===== src/rtl/instr_loader.sv =====
// instr_loader: packs decoded instruction fields into 16-bit words, writes
// them sequentially into the instruction memory from address 0, then
// optionally reads the program back and compares a 16-bit checksum.
//
//   state    | meaning
//   ---------+--------------------------------------------------------
//   S_IDLE   | waiting for start after reset
//   S_LOAD   | accepting bundles; r_final marks the last write in flight
//   S_VERIFY | issuing read addresses 0..word_count-1, summing mem_q
//   S_CHECK  | compare read-back sum with write sum
//   S_DONE   | session complete, results held until next start
module instr_loader #(
    parameter int ADDR_W = 8,
    parameter int DEPTH  = 256,
    parameter int VERIFY = 1
) (
    input  logic              clk,
    input  logic              rst_n,
    input  logic              start,
    input  logic              in_valid,
    output logic              in_ready,
    input  logic [3:0]        in_op,
    input  logic [1:0]        in_rs,
    input  logic [1:0]        in_rt,
    input  logic [1:0]        in_rd,
    input  logic [7:0]        in_imm,
    input  logic              in_fmt,
    input  logic              in_last,
    output logic [ADDR_W-1:0] mem_addr,
    output logic [15:0]       mem_wdata,
    output logic              mem_wren,
    input  logic [15:0]       mem_q,
    output logic              busy,
    output logic              done,
    output logic              err,
    output logic [ADDR_W:0]   word_count
);

    localparam logic [2:0] S_IDLE   = 3'd0;
    localparam logic [2:0] S_LOAD   = 3'd1;
    localparam logic [2:0] S_VERIFY = 3'd2;
    localparam logic [2:0] S_CHECK  = 3'd3;
    localparam logic [2:0] S_DONE   = 3'd4;

    // Pointer value at which the write fills the last memory slot.
    localparam logic [ADDR_W:0] LP_LAST = (ADDR_W+1)'(DEPTH - 1);

    logic [2:0]        r_state;
    logic              r_final;
    logic [ADDR_W:0]   r_wr_ptr;
    logic [ADDR_W:0]   r_rd_ptr;
    logic [15:0]       r_wsum;
    logic [15:0]       r_rsum;
    logic [ADDR_W-1:0] r_mem_addr;
    logic [15:0]       r_mem_wdata;
    logic              r_mem_wren;
    logic              r_busy;
    logic              r_done;
    logic              r_err;

    logic [15:0]       w_word;
    logic              w_in_ready;
    logic              w_xfer;
    logic [ADDR_W:0]   w_rd_nxt;

    // Field packing and handshake; in_ready drops as soon as the final
    // bundle has been taken, while its write is still on the memory port.
    always_comb begin
        w_word     = {in_op, in_rs, in_rt, (in_fmt ? in_imm : {in_rd, 6'b0})};
        w_in_ready = (r_state == S_LOAD) && !r_final;
        w_xfer     = in_valid && w_in_ready;
        w_rd_nxt   = r_rd_ptr + 1'b1;
    end

    // Session sequencing, memory port drive and checksum accumulation.
    always_ff @(posedge clk or negedge rst_n) begin
        if (!rst_n) begin
            r_state     <= S_IDLE;
            r_final     <= 1'b0;
            r_wr_ptr    <= '0;
            r_rd_ptr    <= '0;
            r_wsum      <= '0;
            r_rsum      <= '0;
            r_mem_addr  <= '0;
            r_mem_wdata <= '0;
            r_mem_wren  <= 1'b0;
            r_busy      <= 1'b0;
            r_done      <= 1'b0;
            r_err       <= 1'b0;
        end else begin
            r_mem_wren <= 1'b0;
            case (r_state)
                S_IDLE, S_DONE: begin
                    if (start) begin
                        r_state  <= S_LOAD;
                        r_busy   <= 1'b1;
                        r_done   <= 1'b0;
                        r_err    <= 1'b0;
                        r_final  <= 1'b0;
                        r_wr_ptr <= '0;
                        r_rd_ptr <= '0;
                        r_wsum   <= '0;
                        r_rsum   <= '0;
                    end
                end
                S_LOAD: begin
                    if (r_final) begin
                        // Final write completed on the port during this cycle.
                        if (VERIFY != 0) begin
                            r_state    <= S_VERIFY;
                            r_mem_addr <= '0;
                            r_rd_ptr   <= '0;
                        end else begin
                            r_state <= S_DONE;
                            r_busy  <= 1'b0;
                            r_done  <= 1'b1;
                        end
                    end else if (w_xfer) begin
                        r_mem_wren  <= 1'b1;
                        r_mem_addr  <= r_wr_ptr[ADDR_W-1:0];
                        r_mem_wdata <= w_word;
                        r_wr_ptr    <= r_wr_ptr + 1'b1;
                        r_wsum      <= r_wsum + w_word;
                        if (in_last || (r_wr_ptr == LP_LAST)) begin
                            r_final <= 1'b1;
                        end
                    end
                end
                S_VERIFY: begin
                    // r_rd_ptr counts VERIFY cycles; from the second one on,
                    // mem_q holds the word for the address presented before.
                    if (r_rd_ptr != '0) begin
                        r_rsum <= r_rsum + mem_q;
                    end
                    if (r_rd_ptr == r_wr_ptr) begin
                        r_state <= S_CHECK;
                    end else begin
                        r_rd_ptr <= w_rd_nxt;
                        if (w_rd_nxt < r_wr_ptr) begin
                            r_mem_addr <= w_rd_nxt[ADDR_W-1:0];
                        end
                    end
                end
                S_CHECK: begin
                    r_err   <= (r_rsum != r_wsum);
                    r_state <= S_DONE;
                    r_busy  <= 1'b0;
                    r_done  <= 1'b1;
                end
                default: begin
                    r_state <= S_IDLE;
                end
            endcase
        end
    end

    assign in_ready   = w_in_ready;
    assign mem_addr   = r_mem_addr;
    assign mem_wdata  = r_mem_wdata;
    assign mem_wren   = r_mem_wren;
    assign busy       = r_busy;
    assign done       = r_done;
    assign err        = r_err;
    assign word_count = r_wr_ptr;

endmodule

===== config.mk =====
export PLATFORM = sky130hd
export DESIGN_NAME = instr_loader
export DESIGN_NICKNAME = d
export VERILOG_FILES = /design/src/rtl/instr_loader.sv
export SDC_FILE = /design/constraint.sdc
export NUM_CORES = 1
export LEC_CHECK = 0
export ABC_AREA = 1
export ABC_CLOCK_PERIOD_IN_PS = 2300
export BUFFER_PORTS_ARGS = -buffer_cell sky130_fd_sc_hd__buf_2
export CAP_MARGIN = 20
export CORE_MARGIN = 1
export CORE_UTILIZATION = 53
export CTS_CLUSTER_DIAMETER = 60
export CTS_CLUSTER_SIZE = 20
export DETAILED_ROUTE_END_ITERATION = 16
export HOLD_SLACK_MARGIN = 0.03
export PLACE_DENSITY = 0.77
export SETUP_SLACK_MARGIN = 0.5
export SYNTH_ARGS = -nofsm -noshare
export SYNTH_HDL_FRONTEND = slang
export SYNTH_SLANG_ARGS = --single-unit

===== constraint.sdc =====
create_clock -name clk -period 2.3 [get_ports clk]
set_clock_uncertainty 0.05 [all_clocks]
set_input_delay 0.23 -clock clk [delete_from_list [all_inputs] [get_ports clk]]
set_output_delay 0.23 -clock clk [all_outputs]
set_load 0.02 [all_outputs]

# After elaboration in Yosys (flattened, before gate mapping)
# Index checks and enable logic that the tools add are counted.
# word_totals
out_inout_bits,38
ff_bits,82
elab_cells,89
# op_classes
bitwise_logic,1
n_reduce_logical,20
magnitude_cmp,1
eq_ne,16
addsub,4
n_mux,35
# ops
operator,n
$mux W16,4
$pmux W16 S2,2
$mux W9,5
$mux W8,5
$add A16 B16 Y16,2
$pmux W9 S3,1
$add A9 B1 Y9 const B,2
$pmux W9 S2,1
$ne A16 B16 Y1,1
$ne A2 B2 Y1 const B,8
$pmux W8 S2,1
$pmux W3 S4,1
$reduce_and A4 Y1,3
$eq A9 B8 Y1 const B,1
$eq A9 B9 Y1,1
$lt A9 B9 Y1,1
$mux W3,3
$reduce_and A3 Y1,3
$reduce_bool A9 Y1,1
$mux W1,8
$pmux W1 S2,4
$reduce_bool A2 Y1,4
$eq A3 B2 Y1 const B,2
$reduce_and A2 Y1,2
10 further kinds,11

# Logic depth before layout (Yosys ltp)
# Gate-level depths: netlist of run 1.
# logic_depth
word_depth,6
mapped_depth,17

# Worst setup path after synthesis of run 1
# Ideal clock, no wire load.
# synth_path
path_kind,register to register
start,reg r_rd_ptr[1]
end,"reg r_mem_addr[0], in the netlist mem_addr[0]"
t_arrival_ps,2203
path_stages_with_launch,16
setup_ps,118
t_required_ps,2132
path_buffers,0
period_less_slack_ps,2371
slack_ps,-71
cell_sequence,dfrtp_1 ha_1 nand2_1 nor2_1 nand3_1 nor2_1 xor2_1 ha_1 a21oi_1 nand2_1 nor2_1 nand3_1 nand2_2 nand3_2 nand2_1 nand2_1
# synth_via
elab_chain_len,4
word_cells_on_any_way,6
cone_classes,add/sub: 1; order compare: 1; eq/ne: 3; reduce/logical: 1
# synth_lines
item,line,text
start: declaration,51,logic [ADDR_W:0] r_rd_ptr;
start signal: assignment,138,r_rd_ptr <= w_rd_nxt;
$add A9 B1 Y9,72,w_rd_nxt = r_rd_ptr + 1'b1;
$lt A9 B9 Y1,139,if (w_rd_nxt < r_wr_ptr) begin
$ne A2 B2 Y1 (no line),-,
$reduce_and A4 Y1 (no line) *,-,
end signal: assignment,120,r_mem_addr <= r_wr_ptr[ADDR_W-1:0];
end signal: assignment,140,r_mem_addr <= w_rd_nxt[ADDR_W-1:0];
end: declaration,54,logic [ADDR_W-1:0] r_mem_addr;
# Every way passes the cells marked *; elsewhere a longest branch is shown, timed or not.
# A chain may end at the register's enable or synchronous reset.

# Worst setup path in the final report of run 1
# layout_path
start,reg r_rd_ptr[1]
end,"reg r_mem_addr[1], in the netlist mem_addr[1]"
# layout_via
elab_chain_len,4
word_cells_on_any_way,9
cone_classes,add/sub: 1; order compare: 1; eq/ne: 3; mux: 3; reduce/logical: 1
# layout_lines
item,line
$add A9 B1 Y9,72
$lt A9 B9 Y1 / $mux W8 (equally long branches),139
$ne A2 B2 Y1 (no line) / $mux W8 (equally long branches),-
$reduce_and A4 Y1 (no line) / $pmux W8 S2 (equally long branches),-
# Several ways; a longest one is shown, not always the timed one. The select of a mux whose other input is x is not followed.

==> results.cfg, run 1 <==
[status]
status = complete, but fails checks
failed_checks = setup timing

[worst_setup_path]
slowest_delay_ns = 0.36
crit_slowest_cell = dfrtp_1
arrival_ns = 2.56
crit_chain = ha_2 > nand2_2 > nor2_4 > nand3_2 > nor2_2 > xor2_1 > ha_1 > a21oi_2 > nand2_1 > nor2_1 > nand3_1 > nand2_2 > nand3_4 > nand2_1 > nand2_1
cp.required_ns = 2.51
cp_max_fo = 8
cp_top_family = simple AND/OR/NAND/NOR gates
endpoint_kind = register
path_class = register to register
cp_num_buf_inv = 0
cp-start-kind = register
crit_top_cell = nand2_1

[power_and_ir_drop]
pwr-share-seq_pct = 29.2
p_sw_uw = 3400
intPower_uw = 4170
p_comb_share_pct = 52.6
vdd_drop_max_mv = 0.598
p_per_area_nw_per_um2 = 1030
clkPwrFrac_pct = 18.2
power.leakage_uw = 0.00401
swShare_pct = 44.9

[sta]
whs_ns = 0.0306
hold_viol_final = 0
final.period_utilization_pct = 102
fmax_mhz = 424
slew_headroom_pct = 65.4
rsz0062_at_grt = true
worst_slack_ns = -0.0564
setup_viol_count_final = 8
slew_viol_final = 0
min_period_ns = 2.36
tightest_slew_ns = 0.519

[placed_design]
dpl.hpwl_mm = 11.1
pre_cts_slack_ns = -0.0874
place_congestion = 0.961
placed_cell_area_um2 = 6530
dp.cells = 1050
io_buffers = 77

[drt]
final_antenna_net_count = 0
drt_iter0_drc = 310
vias = 5709
drc = 0
routed_via_density = 5.29
wl_mm = 15.9
post_drt_wl_per_cell_um = 14.7
dr.pass1.iters = 5

[hold_path]
hold_class = input port to register

[grt]
grt_max_degree = 38
antenna_found_initial = 0
grt_pass1_vias = 5440
grt_pass1_wl_mm = 25.2
grt_util_all_layers_pct = 28.0
overflow = 0

[cells_and_area]
final_core_utilization_pct = 70.0
instances_no_fill = 1080
design_area_um2 = 7330
drive_gt1_share_pct = 23.1
nets = 1025
area_delta_synth_final_pct = 26.5
insertedDiodeCount = 0

[floorplanning]
die_area_um2 = 11400
fp.dieW_um = 107
pin_count = 78
die_h_um = 107
core-area_um2 = 10500
start_util_pct = 55.4
num_rows = 37

[synthesis]
ys_seq_area_share_pct = 35.4
ys_warn_count = 0
syn-cell-area_um2 = 5790
syn_avg_cell_area_um2 = 7.00
synth_edf_count = 0
ys_types = 36
synthFlopType = dfrtp_1
synth-seq-cells = 82
syn_nets = 913
synthCells = 828
async_flop_share_pct = 100

[cts]
clkLatencyLatePin_ns = 0.37
cts_tree = built
cts-buffers-inserted = 9
clk_pin_slew_ns = 0.09
cts_buffer_depth = 2
cts_htree_levels = 3
cts.sink_count = 82
cts_root_buf = clkbuf_8

[run]
max_cap_violations = 0
==> layout by cell type, fill, tap and decap left out, types with 10 or more instances in the layout <==
| cell type | Yosys | layout |
|---|---|---|
| buf_4 | 2 | 32 |
| xnor2_1 | 19 | 19 |
| ha_1 | 43 | 20 |
| nand2_2 | 3 | 17 |
| nand2_1 | 322 | 308 |
| a21oi_2 | 1 | 10 |
| nor2_1 | 43 | 38 |
| nand4_1 | 18 | 18 |
| nand3_1 | 66 | 57 |
| dfrtp_1 | 82 | 81 |
| ha_4 | 0 | 17 |
| o21ai_0 | 29 | 25 |
| a21oi_1 | 34 | 24 |
| inv_1 | 95 | 92 |
| buf_2 | 9 | 76 |
==> final timing paths <==
kind,cells past startpoint,slack (ns),from,to
max in group asynchronous,3,1.30,rst_n,mem_wdata[0]$_DFFE_PN0P_
setup / recovery,15,-0.06,r_rd_ptr[1]$_DFFE_PN0P_,mem_addr[1]$_DFFE_PN0P_
hold reg to reg,2,0.42,mem_addr[5]$_DFFE_PN0P_,mem_addr[5]$_DFFE_PN0P_
setup reg to reg,15,-0.06,r_rd_ptr[1]$_DFFE_PN0P_,mem_addr[1]$_DFFE_PN0P_
min in group asynchronous,2,0.32,rst_n,word_count[5]$_DFFE_PN0P_
hold / removal,3,0.03,in_rt[0],mem_wdata[8]$_DFFE_PN0P_
==> state kept, by name, summed over array words and instances (netlist names) <==
register    flops
r_rsum         16
done            1
mem_addr        8
r_final         1
err             1
busy            1
mem_wren        1
r_wsum         16
word_count      9
r_rd_ptr        9
mem_wdata      16
r_state         3
==> worst register-to-register path: stages, from the launching register on <==
cell and delay [ns]:
dfrtp_1 0.36, ha_2 0.19, nand2_2 0.07, nor2_4 0.12, nand3_2 0.09, nor2_2 0.11
xor2_1 0.21, ha_1 0.29, a21oi_2 0.12, nand2_1 0.06, nor2_1 0.09, nand3_1 0.09
nand2_2 0.13, nand3_4 0.12, nand2_1 0.10, nand2_1 0.06
==> power by group through the flow <==
stage | Combinational, µW | Sequential (µW) | Clock (µW)
final | 3980 | 2210 | 1380
after global routing | 4440 | 2260 | 1440
after CTS | 3650 | 2180 | 1400
after detailed placement | 3400 | 2210 | 0
after global placement | 3350 | 2210 | 0
after floorplan | 2320 | 2350 | 0
==> cell type report <==
| type | instances | area [µm²] |
|---|---|---|
| Multi-Input combinational cell | 634 | 3760 |
| Sequential cell | 82 | 2050 |
| Fill cell | 855 | 3130 |
| Timing Repair Buffer | 116 | 723 |
| Tap cell | 136 | 170 |
| Clock buffer | 10 | 128 |
| Clock inverter | 5 | 128 |
| Inverter | 97 | 370 |
==> logic make-up (layout without fill, tap and decap cells) <==
family / count (synthesis) / count (layout) / share of synthesized area [%]
adders and majority gates: 45 / 45 / 9.98
AOI/OAI and AO/OA: 80 / 80 / 7.60
buffers and inverters: 113 / 228 / 7.77
and+or+nand+nor: 480 / 481 / 34.9
xor gates and xnor gates: 26 / 26 / 3.93
DFF: 82 / 82 / 35.4
muxes: 2 / 2 / 0.389
==> cell usage after synthesis (2+ instances only) <==
cell      count  area, µm²
nand2_1     322       1210
inv_1        95        357
dfrtp_1      82       2050
nand3_1      66        330
ha_1         43        538
nor2_1       43        161
a21oi_1      34        170
o21ai_0      29        145
xnor2_1      19        166
nand4_1      18        113
nor3_1       10       50.1
buf_2         9       45.0
xor2_1        7       61.3
o31ai_1       5       37.5
clkbuf_1      4       15.0
or2_2         4       25.0
and2_1        3       18.8
nand2_2       3       18.8
nand3b_1      3       22.5
o21ai_1       3       15.0
o21bai_1      3       22.5
a22o_1        2       17.5
and3_1        2       12.5
buf_4         2       15.0
fa_1          2       40.0
inv_2         2       7.51
mux2_2        2       22.5
nor4_1        2       12.5
o21ai_2       2       17.5
==> stage by stage <==
step                      power [µW]  setup TNS (ns)
final                           7580          -0.357
after global routing            8130           -2.21
after floorplan                 4670               0
after CTS                       7230          -0.323
after global placement          5560               0
after detailed placement        5610          -0.593
==> what timing repair did <==
action,4_1_cts,5_1_grt
hold buffers,4,0
gates resized for setup,27,58
pin swaps,16,16
setup buffers,6,3
endpoints found under the setup margin,41,64
gates cloned,1,1
hold endpoints to repair,37,0
==> per-layer routing <==
metal,share of wire [%],track usage [%],wire length [µm],up-vias
li1,-,-,-,2884
met1,41,34.4,6460,2573
met2,51,48.3,8010,204
met3,5.1,4.35,811,48
met4,3.7,12.5,579,0
met5,0,0,0,-
Note: power is estimated with default switching activity, not from simulation.
==> run 2, diff against run 1 <==
- SKIP_CTS_REPAIR_TIMING: default -> 1
==> run 2 against run 1 <==
Effect of this change:
- the flow still finishes with violations (setup timing)
- first-iteration DRC count increased by 7.1%
- worst setup slack got worse by 0.014 ns
- flip-flop and latch count unchanged
- clock power about the same
- power increased by 0.67%
- critical endpoint unchanged
- critical path type unchanged
- cell count unchanged
- utilization decreased by 1.4 points
- critical path depth unchanged
- largest power group unchanged
- routed wire length decreased by 0.73%
- highest routed layer unchanged
- die area unchanged
- hold slack got worse by 0.0098 ns
- register-to-register slack about the same
==> results.cfg, run 2 (same netlist as run 1, synthesis figures left out) <==
[status]
status = complete, but fails checks
failed_checks = setup timing

[worst_setup_path]
r2r-end = mem_addr[1]$_DFFE_PN0P_
crit_chain = ha_2 > nand2_2 > nor2_4 > nand3_2 > nor2_2 > xor2_1 > ha_1 > a21oi_2 > nand2_1 > nor2_1 > nand3_1 > nand2_2 > nand3_4 > nand2_1 > nand2_1
slowest_delay_ns = 0.36
r2r_slack_ns = -0.07
cp_num_buf_inv = 0
cp_top_family = simple AND/OR/NAND/NOR gates
arrival_ns = 2.58
cp_max_fo = 8
endpoint_kind = register
path_class = register to register
r2r_start = r_rd_ptr[1]$_DFFE_PN0P_
reg2regPathDepth = 15
cp.required_ns = 2.51
crit_top_cell = nand2_1
crit_slowest_cell = dfrtp_1
cp-start-kind = register

[grt]
grt_pass1_vias = 5357
grt_pass1_wl_mm = 24.7
grt_util_all_layers_pct = 27.4
grt_max_degree = 38
antenna_found_initial = 0
overflow = 0

[cells_and_area]
area_delta_synth_final_pct = 23.9
final_common_cell = nand2_1
instances_no_fill = 1080
nets = 1025
mostFrequentLayoutCells = nand2_1, inv_1, dfrtp_1
insertedDiodeCount = 0
final_core_utilization_pct = 68.6
drive_gt1_share_pct = 21.3

[cts]
cts_htree_levels = 3
clk_pin_slew_ns = 0.08
cts_root_buf = clkbuf_8
cts_tree = built
cts.sink_count = 82
cts_buffer_depth = 2
cts-buffers-inserted = 9
clkLatencyLatePin_ns = 0.37

[hold_path]
hp-start = in_op[2]
hold_end = mem_wdata[14]$_DFFE_PN0P_
hold_depth = 3
hold_class = input port to register

[floorplanning]
num_rows = 37
fp.dieW_um = 107
core-area_um2 = 10500
die_area_um2 = 11400
start_util_pct = 55.4
pin_count = 78
die_h_um = 107

[sta]
slew_viol_final = 0
rsz0062_at_grt = true
worst_slack_ns = -0.0701
whs_ns = 0.0208
min_period_ns = 2.37
hold_viol_final = 0
finalSetupTns_ns = -0.453
final.period_utilization_pct = 103
fmax_mhz = 422
slew_headroom_pct = 65.8
setup_viol_count_final = 8
tightest_slew_ns = 0.513

[drt]
drt_iter0_drc = 332
post_drt_wl_per_cell_um = 14.6
dr.pass1.iters = 5
final_antenna_net_count = 0
routed_via_density = 5.35
drc = 0
wl_mm = 15.7
vias = 5774

[power_and_ir_drop]
intPower_uw = 4190
vdd_drop_max_mv = 0.597
p_comb_share_pct = 53.0
pwr-share-seq_pct = 28.9
power.leakage_uw = 0.00401
p_per_area_nw_per_um2 = 1060
clkPwrFrac_pct = 18.1
swShare_pct = 45.1
p_sw_uw = 3440

[placed_design]
dp.cells = 1050
place_congestion = 0.961
io_buffers = 77
dpl.hpwl_mm = 11.1

[run]
max_cap_violations = 0
[run 2: cell types whose count changed in the layout (fill, tap and decap cells not counted), moves of 2 or more]
| cell | previous run | this run |
|---|---|---|
| ha_1 | 20 | 30 |
| nand2_1 | 308 | 312 |
| nor3_1 | 6 | 8 |
| a21oi_2 | 10 | 6 |
| dlygate4sd3_1 | 4 | 2 |
| a21oi_1 | 24 | 27 |
| ha_4 | 17 | 7 |
| nor3_2 | 3 | 1 |
| nand2_2 | 17 | 13 |
[run 2: worst max path at each step]
stage / start / endpoint / slack, ns / cells past startpoint
floorplan: r_rd_ptr[1]$_DFFE_PN0P_ / mem_addr[0]$_DFFE_PN0P_ / 0.02 / 15
global placement: r_rd_ptr[1]$_DFFE_PN0P_ / mem_addr[7]$_DFFE_PN0P_ / 0.03 / 15
detailed placement: r_rd_ptr[1]$_DFFE_PN0P_ / mem_addr[6]$_DFFE_PN0P_ / -0.09 / 15
CTS: r_rd_ptr[1]$_DFFE_PN0P_ / mem_addr[6]$_DFFE_PN0P_ / -0.09 / 15
global route: r_rd_ptr[1]$_DFFE_PN0P_ / mem_addr[7]$_DFFE_PN0P_ / -0.28 / 15
finish: r_rd_ptr[1]$_DFFE_PN0P_ / mem_addr[1]$_DFFE_PN0P_ / -0.07 / 15
[run 2: worst reg2reg max path, delay by kind of cell, from the launching register on]
kind	cells	cell delay, ns
compound gates	1	0.12
xor+xnor	1	0.21
fa+ha+maj	2	0.49
flops	1	0.36
simple gates	11	1.02
[run 2: power groups by stage]
stage          Clock [µW]  Sequential [µW]  Combinational, µW
2_1_floorplan           0             2350               2320
4_1_cts              1400             2190               3430
3_3_place_gp            0             2210               3350
5_1_grt              1430             2250               4490
3_5_place_dp            0             2210               3400
6_report             1380             2210               4040
[run 2: layout make-up]
type / count / area [µm²]
clock buffers: 10 / 128
clock inverters: 5 / 128
fillers: 905 / 3280
inverters: 97 / 370
multi-input cells: 636 / 3620
flip-flops and latches: 82 / 2050
well taps: 136 / 170
repair buffers: 114 / 707
[run 2: layer usage]
layer | vias to the layer above | wire length, µm | global-route usage, %
met1 | 2663 | 6450 | 33.8
met5 | - | 0 | 0
li1 | 2885 | - | -
met3 | 50 | 724 | 4.23
met2 | 176 | 7920 | 47.7
met4 | 0 | 640 | 11.3
[run 2: through the flow]
stage               instance area, µm²  worst slack (ns)  total power, µW
global placement                  6530            0.0285             5560
finish                            7180           -0.0701             7630
detailed placement                6530           -0.0874             5610
floorplan                         5850            0.0159             4670
global route                      7180            -0.284             8170
CTS                               6780           -0.0947             7020
